### config.mk
export PLATFORM = sky130hd
export DESIGN_NAME = charlie7x5_flat
export DESIGN_NICKNAME = d
export VERILOG_FILES = /design/src/rtl/charlie7x5_if.sv /design/src/rtl/charlie7x5.sv /design/src/flat_wrapper.sv
export SDC_FILE = /design/constraint.sdc
export NUM_CORES = 1
export LEC_CHECK = 0
export CAP_MARGIN = 25
export CORE_UTILIZATION = 44
export DETAILED_ROUTE_END_ITERATION = 8
export HOLD_SLACK_MARGIN = 0.1
export PLACE_DENSITY_LB_ADDON = 0.3
export REMOVE_ABC_BUFFERS = 1
export SKIP_CTS_REPAIR_TIMING = 1
export SLEW_MARGIN = 40
export SYNTH_ARGS = -nofsm -noshare
export SYNTH_HDL_FRONTEND = slang
export SYNTH_SLANG_ARGS = --single-unit
export TNS_END_PERCENT = 1
### constraint.sdc
create_clock -name clk -period 5.44 [get_ports clk]
set_input_delay 1.088 -clock clk [delete_from_list [all_inputs] [get_ports clk]]
set_output_delay 1.088 -clock clk [all_outputs]
set_load 0.005 [all_outputs]
### src/rtl/charlie7x5_if.sv
// Wishbone classic bus bundle between the system bus and the charlieplex LED driver.
// Signal names keep the slave-side _i/_o suffixes used throughout the top level.
interface charlie7x5_if;
  logic       wb_cyc_i;
  logic       wb_stb_i;
  logic       wb_we_i;
  logic [2:0] wb_adr_i;
  logic [7:0] wb_dat_i;
  logic [7:0] wb_dat_o;
  logic       wb_ack_o;

  modport master (
    output wb_cyc_i,
    output wb_stb_i,
    output wb_we_i,
    output wb_adr_i,
    output wb_dat_i,
    input  wb_dat_o,
    input  wb_ack_o
  );

  modport slave (
    input  wb_cyc_i,
    input  wb_stb_i,
    input  wb_we_i,
    input  wb_adr_i,
    input  wb_dat_i,
    output wb_dat_o,
    output wb_ack_o
  );
endinterface

### src/rtl/charlie7x5.sv
// Wishbone-slave driver for a 5x7 charlieplexed LED matrix on seven tri-state pins:
// double-buffered framebuffer, one anode per phase, dead time at the start of each phase.
module charlie7x5 #(
  parameter int TICKS_PER_PHASE = 48000,
  parameter int DEAD_TICKS      = 480
) (
  input  logic        clk,
  input  logic        rst_n,
  charlie7x5_if.slave wb,
  output logic [6:0]  charlie7x5_oe,
  output logic [6:0]  charlie7x5_o
);

  localparam int               CNT_W       = $clog2(TICKS_PER_PHASE);
  localparam logic [CNT_W-1:0] CNT_LAST    = CNT_W'(TICKS_PER_PHASE - 1);
  localparam logic [CNT_W-1:0] CNT_DEAD    = CNT_W'(DEAD_TICKS);
  localparam logic [2:0]       ANODE_FIRST = 3'd0;
  localparam logic [2:0]       ANODE_LAST  = 3'd6;
  localparam logic [2:0]       ADR_CTRL    = 3'd5;

  logic             bus_req;
  logic             ack_q;
  logic [7:0]       dat_q;
  logic             req_we;
  logic [2:0]       req_adr;
  logic [7:0]       req_dat;
  logic [7:0]       rd_mux;
  logic             wr_stb;
  logic             ctrl_wr;
  logic             commit_set;
  logic             unused_bits;

  logic [6:0]       back_col  [5];
  logic [6:0]       front_col [5];
  logic [34:0]      front_flat;
  logic [63:0]      front_pad;
  logic             enable;
  logic             enable_d;
  logic             enable_nxt;
  logic             pending;
  logic             frame_end;
  logic             swap;

  logic [2:0]       a;
  logic [CNT_W-1:0] cnt;
  logic [6:0]       anode_bit;
  logic [6:0]       pat_oe;
  logic [6:0]       pat_o;
  logic [5:0]       k_idx;
  logic [2:0]       cath;

  assign bus_req     = wb.wb_cyc_i & wb.wb_stb_i & ~ack_q;
  assign wb.wb_ack_o = ack_q;
  assign wb.wb_dat_o = dat_q;
  assign unused_bits = req_dat[7];

  always_comb begin
    rd_mux = 8'h00;
    for (int x = 0; x < 5; x++) begin
      if (wb.wb_adr_i == 3'(x)) rd_mux = {1'b0, back_col[x]};
    end
    if (wb.wb_adr_i == ADR_CTRL) rd_mux = {6'b0, pending, enable};
  end

  // The request is latched so the write can land at the end of the ack cycle
  // regardless of what the master does with the bus after seeing ack.
  always_ff @(posedge clk or negedge rst_n) begin
    if (!rst_n) begin
      ack_q   <= 1'b0;
      dat_q   <= 8'h00;
      req_we  <= 1'b0;
      req_adr <= 3'd0;
      req_dat <= 8'h00;
    end else begin
      ack_q <= bus_req;
      dat_q <= bus_req ? rd_mux : 8'h00;
      if (bus_req) begin
        req_we  <= wb.wb_we_i;
        req_adr <= wb.wb_adr_i;
        req_dat <= wb.wb_dat_i;
      end
    end
  end

  assign wr_stb     = ack_q & req_we;
  assign ctrl_wr    = wr_stb & (req_adr == ADR_CTRL);
  assign commit_set = ctrl_wr & req_dat[1];
  assign enable_nxt = ctrl_wr ? req_dat[0] : enable;
  assign frame_end  = enable & (a == ANODE_LAST) & (cnt == CNT_LAST);

  // The cycle ENABLE rises the scanner is still parked at frame start, so a
  // commit written together with ENABLE swaps immediately instead of a frame late.
  assign swap = pending & (frame_end | ~enable | ~enable_d);

  always_ff @(posedge clk or negedge rst_n) begin
    if (!rst_n) begin
      enable   <= 1'b0;
      enable_d <= 1'b0;
      pending  <= 1'b0;
      for (int x = 0; x < 5; x++) begin
        back_col[x]  <= 7'h00;
        front_col[x] <= 7'h00;
      end
    end else begin
      enable   <= enable_nxt;
      enable_d <= enable;
      if (commit_set)  pending <= 1'b1;
      else if (swap)   pending <= 1'b0;
      for (int x = 0; x < 5; x++) begin
        if (swap) front_col[x] <= back_col[x];
        if (wr_stb && req_adr == 3'(x)) back_col[x] <= req_dat[6:0];
      end
    end
  end

  always_ff @(posedge clk or negedge rst_n) begin
    if (!rst_n) begin
      a   <= ANODE_FIRST;
      cnt <= '0;
    end else if (!enable || !enable_nxt) begin
      a   <= ANODE_FIRST;
      cnt <= '0;
    end else if (cnt == CNT_LAST) begin
      cnt <= '0;
      a   <= (a == ANODE_LAST) ? ANODE_FIRST : a + 3'd1;
    end else begin
      cnt <= cnt + 1'b1;
    end
  end

  // Pixel k = 7x + y, which is exactly the bit order of the concatenated columns;
  // anode a owns k = 6a .. 6a+5 and the padding keeps k = 35..41 dark.
  assign front_flat = {front_col[4], front_col[3], front_col[2], front_col[1], front_col[0]};
  assign front_pad  = {29'b0, front_flat};
  assign anode_bit  = 7'b1 << a;

  always_comb begin
    pat_oe = 7'b0;
    pat_o  = 7'b0;
    k_idx  = 6'd0;
    cath   = 3'd0;
    if (cnt >= CNT_DEAD) begin
      pat_oe = anode_bit;
      pat_o  = anode_bit;
      for (int j = 0; j < 6; j++) begin
        k_idx = 6'(a) * 6'd6 + 6'(j);
        cath  = (3'(j) < a) ? 3'(j) : 3'(j + 1);
        if (front_pad[k_idx]) pat_oe = pat_oe | (7'b1 << cath);
      end
    end
  end

  // Gating with enable_nxt blanks the pins on the cycle right after a disabling ack.
  always_ff @(posedge clk or negedge rst_n) begin
    if (!rst_n) begin
      charlie7x5_oe <= 7'b0;
      charlie7x5_o  <= 7'b0;
    end else if (enable && enable_nxt) begin
      charlie7x5_oe <= pat_oe;
      charlie7x5_o  <= pat_o;
    end else begin
      charlie7x5_oe <= 7'b0;
      charlie7x5_o  <= 7'b0;
    end
  end

endmodule

### src/flat_wrapper.sv
// flat-port wrapper written by rule: the top's interface ports become plain ports
module charlie7x5_flat 
#(
  parameter int TICKS_PER_PHASE = 48000,
  parameter int DEAD_TICKS      = 480
)
  (clk, rst_n, charlie7x5_oe, charlie7x5_o, wb_wb_cyc_i, wb_wb_stb_i, wb_wb_we_i, wb_wb_adr_i, wb_wb_dat_i, wb_wb_dat_o, wb_wb_ack_o);
  charlie7x5_if wb_i ();
  input  logic clk;
  input  logic rst_n;
  output logic [6:0] charlie7x5_oe;
  output logic [6:0] charlie7x5_o;
  input wire logic [$bits(wb_i.wb_cyc_i)-1:0] wb_wb_cyc_i;
  input wire logic [$bits(wb_i.wb_stb_i)-1:0] wb_wb_stb_i;
  input wire logic [$bits(wb_i.wb_we_i)-1:0] wb_wb_we_i;
  input wire logic [$bits(wb_i.wb_adr_i)-1:0] wb_wb_adr_i;
  input wire logic [$bits(wb_i.wb_dat_i)-1:0] wb_wb_dat_i;
  output wire logic [$bits(wb_i.wb_dat_o)-1:0] wb_wb_dat_o;
  output wire logic [$bits(wb_i.wb_ack_o)-1:0] wb_wb_ack_o;
  assign wb_i.wb_cyc_i = wb_wb_cyc_i;
  assign wb_i.wb_stb_i = wb_wb_stb_i;
  assign wb_i.wb_we_i = wb_wb_we_i;
  assign wb_i.wb_adr_i = wb_wb_adr_i;
  assign wb_i.wb_dat_i = wb_wb_dat_i;
  assign wb_wb_dat_o = wb_i.wb_dat_o;
  assign wb_wb_ack_o = wb_i.wb_ack_o;
  charlie7x5 #(.TICKS_PER_PHASE(TICKS_PER_PHASE), .DEAD_TICKS(DEAD_TICKS)) u_core (.clk(clk), .rst_n(rst_n), .wb(wb_i), .charlie7x5_oe(charlie7x5_oe), .charlie7x5_o(charlie7x5_o));
endmodule
# After elaboration in Yosys (flattened, before gate mapping)
# Cells that the tools add are included.
[totals]
regBits = 126
in_bits = 16
out_inout_bits = 23
elab_cells = 142
[op_classes]
addsub = 7
mul = 1
magnitude_cmp = 13
n_eq_ne = 12
shifts = 7
n_mux = 48
n_bitwise = 19
reduce_logical = 13
[op_table]
columns = ["cell", "count"]
rows = [
  ["7-bit 2-to-1 mux", 16],
  ["1-bit by 3-bit << shifter with 7-bit output (first input constant)", 7],
  ["8-bit 2-to-1 mux", 6],
  ["6-bit by 7-bit < comparator with 1-bit output (second input constant)", 6],
  ["7-bit OR", 6],
  ["16-bit 2-to-1 mux", 2],
  ["1-bit binary-select mux with 6-bit select", 5],
  ["16-bit by 1-bit adder with 16-bit output (second input constant)", 1],
  ["16-bit equality test (second input constant)", 1],
  ["16-bit by 9-bit greater-or-equal comparator with 1-bit output (second input constant)", 1],
  ["3-bit equality test (second input constant)", 5],
  ["6-bit by 2-bit adder with 6-bit output (second input constant)", 2],
  ["6-bit by 3-bit adder with 6-bit output (second input constant)", 2],
  ["3-bit by 2-bit equality test with 1-bit output (second input constant)", 4],
  ["1-bit 2-to-1 mux", 12],
  ["3-bit 2-to-1 mux", 4],
  ["1-bit bitwise AND", 8],
  ["6-bit by 1-bit adder with 6-bit output (second input constant)", 1],
  ["3-bit by 1-bit equality test with 1-bit output (second input constant)", 2],
  ["1-bit logical AND", 6],
  ["3-bit logical NOT", 2],
  ["1-bit by 3-bit < comparator with 1-bit output (first input constant)", 2],
  ["2-bit by 3-bit < comparator with 1-bit output (first input constant)", 2],
  ["3-bit < comparator (first input constant)", 2],
  ["other kinds (9)", 15],
]

# Depth between registers and ports, before layout
# Gate-level depths: netlist of the first run.
[depth]
ltp_word = 22
ltp_mapped = 13
depth_no_buf = 9

# Worst setup path before layout of the first run
# No wires, ideal clock.
[synth_timing]
kind = "flip-flop to flip-flop"
startpoint = "register u_core.a[0]"
endpoint = "register u_core.charlie7x5_oe[5]"
setup_time_ns = 0.118
arrival_ns = 3.046
t_required_ns = 5.322
setup_slack_ns = 2.276
stages_incl_launch_ff = 13
n_path_buf = 3
synth_period_minus_slack_ns = 3.164
path_cell_list = "dfrtp_1 > buf_2 > buf_2 > clkinv_1 > ha_1 > ha_1 > clkbuf_1 > mux4_2 > mux2i_1 > mux2i_1 > mux2_2 > o2bb2ai_1 > a21o_1"
[synth_between]
elab_chain_len = 22
elab_cells_between_ends = 56
cone_classes = "add/sub (5); mul (1); order compare (6); shift (7); mux (31); bitwise (6)"
[synth_rtl]
columns = ["item", "line_no", "text"]
rows = [
  ["start: declaration", "charlie7x5.sv:44", "logic [2:0] a;"],
  ["start signal: assignment", "charlie7x5.sv:125", "a <= (a == ANODE_LAST) ? ANODE_FIRST : a + 3'd1;"],
  ["parallel branches: the longest is 19 deep, another holds 6-bit by 1-bit adder with 6-bit output", "-", ""],
  ["7-bit 2-to-1 mux (*)", "charlie7x5.sv:148", "if (front_pad[k_idx]) pat_oe = pat_oe | (7'b1 << cath);"],
  ["7-bit 2-to-1 mux (*)", "charlie7x5.sv:142", "if (cnt >= CNT_DEAD) begin"],
  ["7-bit 2-to-1 mux (*)", "charlie7x5.sv:158", "end else if (enable && enable_nxt) begin"],
  ["end signal: assignment", "charlie7x5.sv:159", "charlie7x5_oe <= pat_oe;"],
  ["end: declaration", "charlie7x5.sv:10", "output logic [6:0] charlie7x5_oe,"],
]
# Mark *: on every way between the ends. The select of a mux whose other input is x is not followed.
# A chain may end at the register's enable or synchronous reset.

# Worst setup path after layout of the first run
# Same ends and word-level chain as after synthesis.

==> out/results.tsv, run 1 <==
stage	metric	value	unit
status	status	finished, final reports clean	
timing	f_max	0.283	GHz
grt	GRT Total Usage	19.2	%
place	Post-Place Cells	726	
floorplanning	Die Span X	124	um
routing	Final ANT Viol Nets	0	
critical_path	reg2reg start	u_core.a[0]	
routing	routed wire length	13.6	mm
hold_path	worst hold endpoint	u_core.req_we	
grt	initial antenna violation count	0	
yosys	Distinct cells, synth	54	
yosys	Mean Syn Cell Area	12.5	sq um
cells_and_area	nets	593	
grt	global route overflow	0	
grt	number of global-route vias before repair	4257	
clock_network	CTS tree	built	
grt	first-pass GRT wire length	23.1	mm
routing	vias per inst	5.47	
place	routability cong.	0.865	
floorplanning	Initial Utilization	45.2	%
floorplanning	Core Box Area	0.0145	sq mm
critical_path	CP Max Fanout	14	
cells_and_area	fin area	0.00766	sq mm
timing	final worst path period need	3530	ps
critical_path	Top Family by Delay on Critical Path	adder cells	
clock_network	total clock buffers created by CTS	17	
power	sw frac	24.2	%
routing	DRC	0	
power	clock power share	46.4	%
timing	final setup margin	1910	ps
critical_path	CP arrival	3850	ps
timing	Slew Viols, Final	0	
critical_path	r2r setup slk	1910	ps
power	overall power	2.52	mW
cells_and_area	Layout area overhead	16.5	%
timing	Worst Skew	9.30	ps
hold_path	HP Class	flip-flop to flip-flop	
critical_path	crit start category	flip-flop	
cells_and_area	Diodes inserted	0	
hold_path	Hold Crit Depth	2	
timing	Final Cycle Share	65.0	%
cells_and_area	commonest non-fill, non-tap cell in the layout	dfrtp_1	
timing	Final TNS setup	0	ps
power	part of the power in registers	44.7	%
yosys	Yosys Warn Count	0	
power	Leak	3.48	nW
critical_path	worst path bufs/invs	0	
cells_and_area	share of layout cells above drive strength 1	25.7	%
critical_path	critical path type	flip-flop to flip-flop	
timing	RSZ-0062 raised after global routing	no	
power	PD cells	329	mW/mm^2
cells_and_area	commonest cells after routing, fill and taps aside	dfrtp_1, nand2_1, mux2_2	
floorplanning	die area	0.0154	sq mm
power	Net Switching	609	uW
floorplanning	Rows	44	
clock_network	clock net sink count	125	
cells_and_area	non-filler instance count after layout	759	
place	Post-DP Area	0.00704	sq mm
timing	setup violators final	0	
power	Max VDD drop	0.234	mV
critical_path	CP peak stage delay	860	ps
clock_network	clock tree buffer depth	2	
floorplanning	chip height	124	um
yosys	ys async rst share	100	%
floorplanning	I/O pin total	39	
critical_path	crit path cell chain	ha_1 -> fa_1 -> ha_1 -> mux4_2 -> mux2i_1 -> mux2i_1 -> mux2_2 -> o2bb2ai_1 -> a21o_1	
yosys	Post-Synthesis Cell Area	0.00657	sq mm
routing	drt first pass iters	4	
yosys	register area share after synthesis	47.6	%
cells_and_area	fill count	1248	
place	Port Buffers	36	
yosys	post-synth top area share	47.6	%
critical_path	WP data required	5750	ps
clock_network	CTS root buffer	clkbuf_16	
run	Max-Cap Viols	0	
timing	Hold Slack	510	ps
grt	largest net degree at the start of global routing	58	
yosys	#FFs+latches synth	125	
timing	worst slew pin tran	837	ps
routing	via count	4155	
yosys	number of synthesized flops with an enable pin	0	
yosys	Synth area leaders	dfrtp_1, mux4_2, mux2_2	
critical_path	CP Capture Type	flip-flop	
yosys	top_reg_cell synth	dfrtp_1	
routing	Initial DRC Count	273	
clock_network	clk slew on worst S/H paths	60	ps
clock_network	clk_lat worst skew	430	ps
place	worst slack at placement	1900	ps
routing	DR WL/cell	17.9	um
critical_path	CP max-delay cell	fa_1	
power	combinational power share	8.9	%
timing	Slew HR	44.0	%
critical_path	Worst R2R End	u_core.charlie7x5_oe[5]	
hold_path	min-delay src	u_core.req_we	
place	dpl hpwl	9.35	mm
critical_path	Reg2Reg Depth	9	
power	cell internal pwr	1.91	mW
clock_network	htree depth	4	
yosys	synthesized instance count	526	
cells_and_area	final core utilization	52.7	%
timing	final hold vios	0	
yosys	Synth area leader	dfrtp_1	
power groups by stage:
stage / sequential (mW) / combinational (mW) / clock, mW
after floorplan: 1.11 / 0.159 / 0
after CTS: 1.13 / 0.229 / 1.19
after global routing: 1.14 / 0.251 / 1.23
after global placement: 1.14 / 0.218 / 0
final: 1.13 / 0.225 / 1.17
after detailed placement: 1.14 / 0.226 / 0
cell usage after synthesis, drive strengths merged, types with 2 or more instances:
master,n
nor3b,2
o21ai,2
a21o,3
a31oi,6
mux4,24
nor2,39
a211oi,3
xor2,10
o22ai,2
nor3,9
nand2,49
and2,2
a2bb2oi,2
nor4bb,2
buf,16
mux2i,29
mux2,75
clkinv,2
nand4,4
xnor2,14
nand3,21
ha,14
clkbuf,10
dfrtp,125
inv,8
nor2b,5
and3,4
a21oi,13
o31ai,3
nand2b,12
how the worst max path moves through the flow:
stage	startpoint	end	slack, ps	cells past startpoint
5_1_grt	u_core.a[0]	u_core.charlie7x5_oe[5]	1770	9
3_5_place_dp	u_core.a[0]	u_core.charlie7x5_oe[5]	1900	9
2_1_floorplan	u_core.a[0]	u_core.charlie7x5_oe[5]	970	9
6_report	u_core.a[0]	u_core.charlie7x5_oe[5]	1910	9
4_1_cts	u_core.a[0]	u_core.charlie7x5_oe[5]	1900	9
3_3_place_gp	u_core.a[0]	u_core.charlie7x5_oe[5]	1970	9
sequential cells by signal, indices dropped and copies added, names as in the netlist:
register	count
u_core.charlie7x5_o	7
u_core.pending	1
u_core.wb.wb_dat_o	7
u_core.enable_d	1
u_core.back_col	35
u_core.charlie7x5_oe	7
u_core.req_adr	3
u_core.wb.wb_ack_o	1
u_core.a	3
u_core.front_col	35
u_core.enable	1
u_core.req_dat	7
u_core.req_we	1
u_core.cnt	16
cells by family (layout without fill, tap and decap cells):
group / count (synthesis) / in the layout / synth area share [%]
flops: 125 / 125 / 47.6
mux: 128 / 128 / 27.2
simple gates: 154 / 154 / 11.3
other cells: 1 / 1 / 0.0570
xor+xnor: 24 / 24 / 3.31
compound gates: 43 / 43 / 4.40
fa+ha+maj: 15 / 15 / 2.97
buf+inv: 36 / 85 / 3.22
cell type report:
| cell class | count | area, sq um | share of cell area, % |
|---|---|---|---|
| inverters | 10 | 37.5 | 0.490 |
| clock buffers | 20 | 457 | 5.96 |
| clock inverters | 12 | 158 | 2.06 |
| multi-input cells | 365 | 3240 | 42.3 |
| well taps | 184 | 230 | 3.01 |
| repair buffers | 43 | 405 | 5.29 |
| flip-flops and latches | 125 | 3130 | 40.8 |
per-layer routing:
layer | vias to the layer above | wire length (um) | track usage (%)
met5 | - | 0 | 0
li1 | 1955 | - | -
met4 | 0 | 296 | 8.79
met1 | 2104 | 6650 | 27.1
met2 | 71 | 6210 | 28.6
met3 | 25 | 399 | 3.79
worst reg2reg max path: stages, from the launching register on:
cell and delay (ps):
dfrtp_1 520, ha_1 330, fa_1 860, ha_1 430
mux4_2 360, mux2i_1 210, mux2i_1 100, mux2_2 310
o2bb2ai_1 130, a21o_1 190
No activity file was read; power rests on OpenSTA's default activity.
==> inputs of run 2 (changes only) <==
==> constraint.sdc (replaced) <==
create_clock -name clk -period 3.35 [get_ports clk]
set_input_delay 0.67 -clock clk [delete_from_list [all_inputs] [get_ports clk]]
set_output_delay 0.67 -clock clk [all_outputs]
set_load 0.005 [all_outputs]
==> run 2 against run 1 <==
Net effect: sequential cell count unchanged; final area increased by 0.72%; final cell count increased by 0.66%; clock-buffer cell count increased by 2; critical path type unchanged; largest cell class unchanged.
==> out/results.tsv, run 2 (synthesized netlist as in run 1, its figures left out) <==
stage	metric	value	unit	change
critical_path	CP arrival	3300	ps	-550 ps
routing	via count	4187		+0.77%
critical_path	CP max-delay cell	ha_1		
grt	global route overflow	0		unchanged
floorplanning	Initial Utilization	45.2	%	unchanged
timing	Worst Skew	12.7	ps	+3.39 ps
cells_and_area	final core utilization	53.1	%	+0.38 points
critical_path	CP peak stage delay	480	ps	-380 ps
critical_path	r2r setup slk	360	ps	-1550 ps
critical_path	Top Family by Delay on Critical Path	adder cells		
grt	largest net degree at the start of global routing	87		+50%
routing	Initial DRC Count	243		-11%
clock_network	clk slew on worst S/H paths	60	ps	about the same
grt	number of global-route vias before repair	4358		+2.4%
place	worst slack at placement	357	ps	-1540 ps
timing	worst slew pin tran	785	ps	-52.1 ps
clock_network	total clock buffers created by CTS	17		unchanged
routing	Final ANT Viol Nets	0		unchanged
critical_path	CP Capture Type	flip-flop		
status	status	finished, final reports clean		
critical_path	reg2reg start	u_core.a[0]		
routing	vias per inst	5.48		+0.11%
run	Max-Cap Viols	0		unchanged
timing	final hold vios	0		unchanged
power	PD cells	531	mW/mm^2	+61%
floorplanning	Rows	44		unchanged
power	Max VDD drop	0.385	mV	+64%
timing	final worst path period need	2990	ps	-542 ps
grt	first-pass GRT wire length	23.0	mm	-0.65%
timing	Slew Viols, Final	0		unchanged
routing	DRC	0		unchanged
routing	drt first pass iters	4		unchanged
power	Net Switching	1.00	mW	+64%
power	cell internal pwr	3.10	mW	+62%
cells_and_area	fin area	0.00771	sq mm	+0.72%
power	part of the power in registers	44.8	%	about the same
critical_path	critical path type	flip-flop to flip-flop		
clock_network	clock tree buffer depth	2		unchanged
timing	RSZ-0062 raised after global routing	no		
cells_and_area	commonest cells after routing, fill and taps aside	dfrtp_1, nand2_1, mux2_2		
clock_network	clock net sink count	125		unchanged
cells_and_area	non-filler instance count after layout	764		+0.66%
timing	final setup margin	358	ps	-1550 ps
place	Port Buffers	36		unchanged
place	Post-DP Area	0.00709	sq mm	+0.75%
timing	setup violators final	0		unchanged
cells_and_area	share of layout cells above drive strength 1	26.2	%	+0.47 points
timing	Final TNS setup	0	ps	unchanged
cells_and_area	commonest non-fill, non-tap cell in the layout	dfrtp_1		
floorplanning	Core Box Area	0.0145	sq mm	unchanged
power	combinational power share	8.9	%	about the same
hold_path	HP Class	input port to async pin		
clock_network	CTS root buffer	clkbuf_16		
timing	f_max	0.334	GHz	+18%
timing	Slew HR	47.5	%	+3.5 points
floorplanning	die area	0.0154	sq mm	unchanged
grt	initial antenna violation count	0		unchanged
cells_and_area	Layout area overhead	17.3	%	
power	overall power	4.10	mW	+62%
routing	DR WL/cell	17.9	um	about the same
critical_path	Reg2Reg Depth	9		unchanged
timing	Final Cycle Share	89.3	%	+24 points
critical_path	worst path bufs/invs	0		unchanged
critical_path	crit path cell chain	ha_1 -> fa_1 -> ha_1 -> mux4_2 -> mux2i_1 -> mux2i_1 -> mux2_2 -> o2bb2ai_1 -> a21o_1		
cells_and_area	nets	598		+0.84%
cells_and_area	Diodes inserted	0		unchanged
power	Leak	3.51	nW	+0.80%
cells_and_area	fill count	1242		-0.48%
floorplanning	Die Span X	124	um	unchanged
critical_path	Worst R2R End	u_core.charlie7x5_oe[5]		
place	routability cong.	0.837		-3.3%
clock_network	CTS tree	built		
critical_path	crit start category	flip-flop		
routing	routed wire length	13.6	mm	+0.65%
grt	GRT Total Usage	19.2	%	+0.025 points
clock_network	htree depth	4		unchanged
cells_and_area	largest registers	u_core.back_col (35), u_core.front_col (35), u_core.cnt (16)		
power	sw frac	24.4	%	+0.26 points
floorplanning	chip height	124	um	unchanged
power	clock power share	46.3	%	about the same
critical_path	WP data required	3660	ps	-2090 ps
clock_network	clk_lat worst skew	430	ps	about the same
place	Post-Place Cells	732		+0.83%
place	dpl hpwl	9.56	mm	+2.2%
timing	Hold Slack	222	ps	-288 ps
floorplanning	I/O pin total	39		unchanged
critical_path	CP Max Fanout	7		-7
run 2: changes by cell type in the layout (fill, tap and decap cells not counted):
cell	previous run	this run
buf_4	8	12
clkbuf_8	2	5
clkinv_2	2	0
buf_12	0	1
buf_2	1	0
bufinv_16	3	2
clkbuf_1	1	0
clkdlybuf4s50_1	34	35
clkinvlp_4	3	4
o31ai_1	2	3
o31ai_2	1	0
run 2: power by group through the flow:
stage / registers, mW / logic [mW] / clock network (mW)
6_report: 1.84 / 0.365 / 1.90
5_1_grt: 1.86 / 0.403 / 1.99
4_1_cts: 1.83 / 0.372 / 1.93
3_5_place_dp: 1.86 / 0.369 / 0
3_3_place_gp: 1.85 / 0.358 / 0
2_1_floorplan: 1.79 / 0.259 / 0
run 2: per-layer routing:
layer	up-vias	GRT usage [%]	part of all wire (%)
li1	1970	-	-
met1	2108	24.9	45
met2	88	30.7	49
met3	21	4.48	3.5
met4	0	8.58	2.1
met5	-	0	0
run 2: how the worst max path moves through the flow:
stage	start	to	slack, ps	depth (start not counted)
3_5_place_dp	u_core.a[0]	u_core.charlie7x5_oe[5]	360	9
3_3_place_gp	u_core.a[0]	u_core.charlie7x5_oe[5]	440	9
4_1_cts	u_core.a[0]	u_core.charlie7x5_oe[5]	340	9
6_report	u_core.a[0]	u_core.charlie7x5_oe[5]	360	9
5_1_grt	u_core.a[0]	u_core.charlie7x5_oe[3]	130	9
2_1_floorplan	u_core.a[0]	u_core.charlie7x5_oe[5]	-1120	9
run 2: layout make-up:
class	count	area (sq um)	area share [%]
Inverter	10	37.5	0.487
Timing Repair Buffer	48	460	5.97
Sequential cell	125	3130	40.6
Tap cell	184	230	2.99
Clock buffer	22	494	6.41
Multi-Input combinational cell	365	3240	42.0
Clock inverter	10	125	1.62
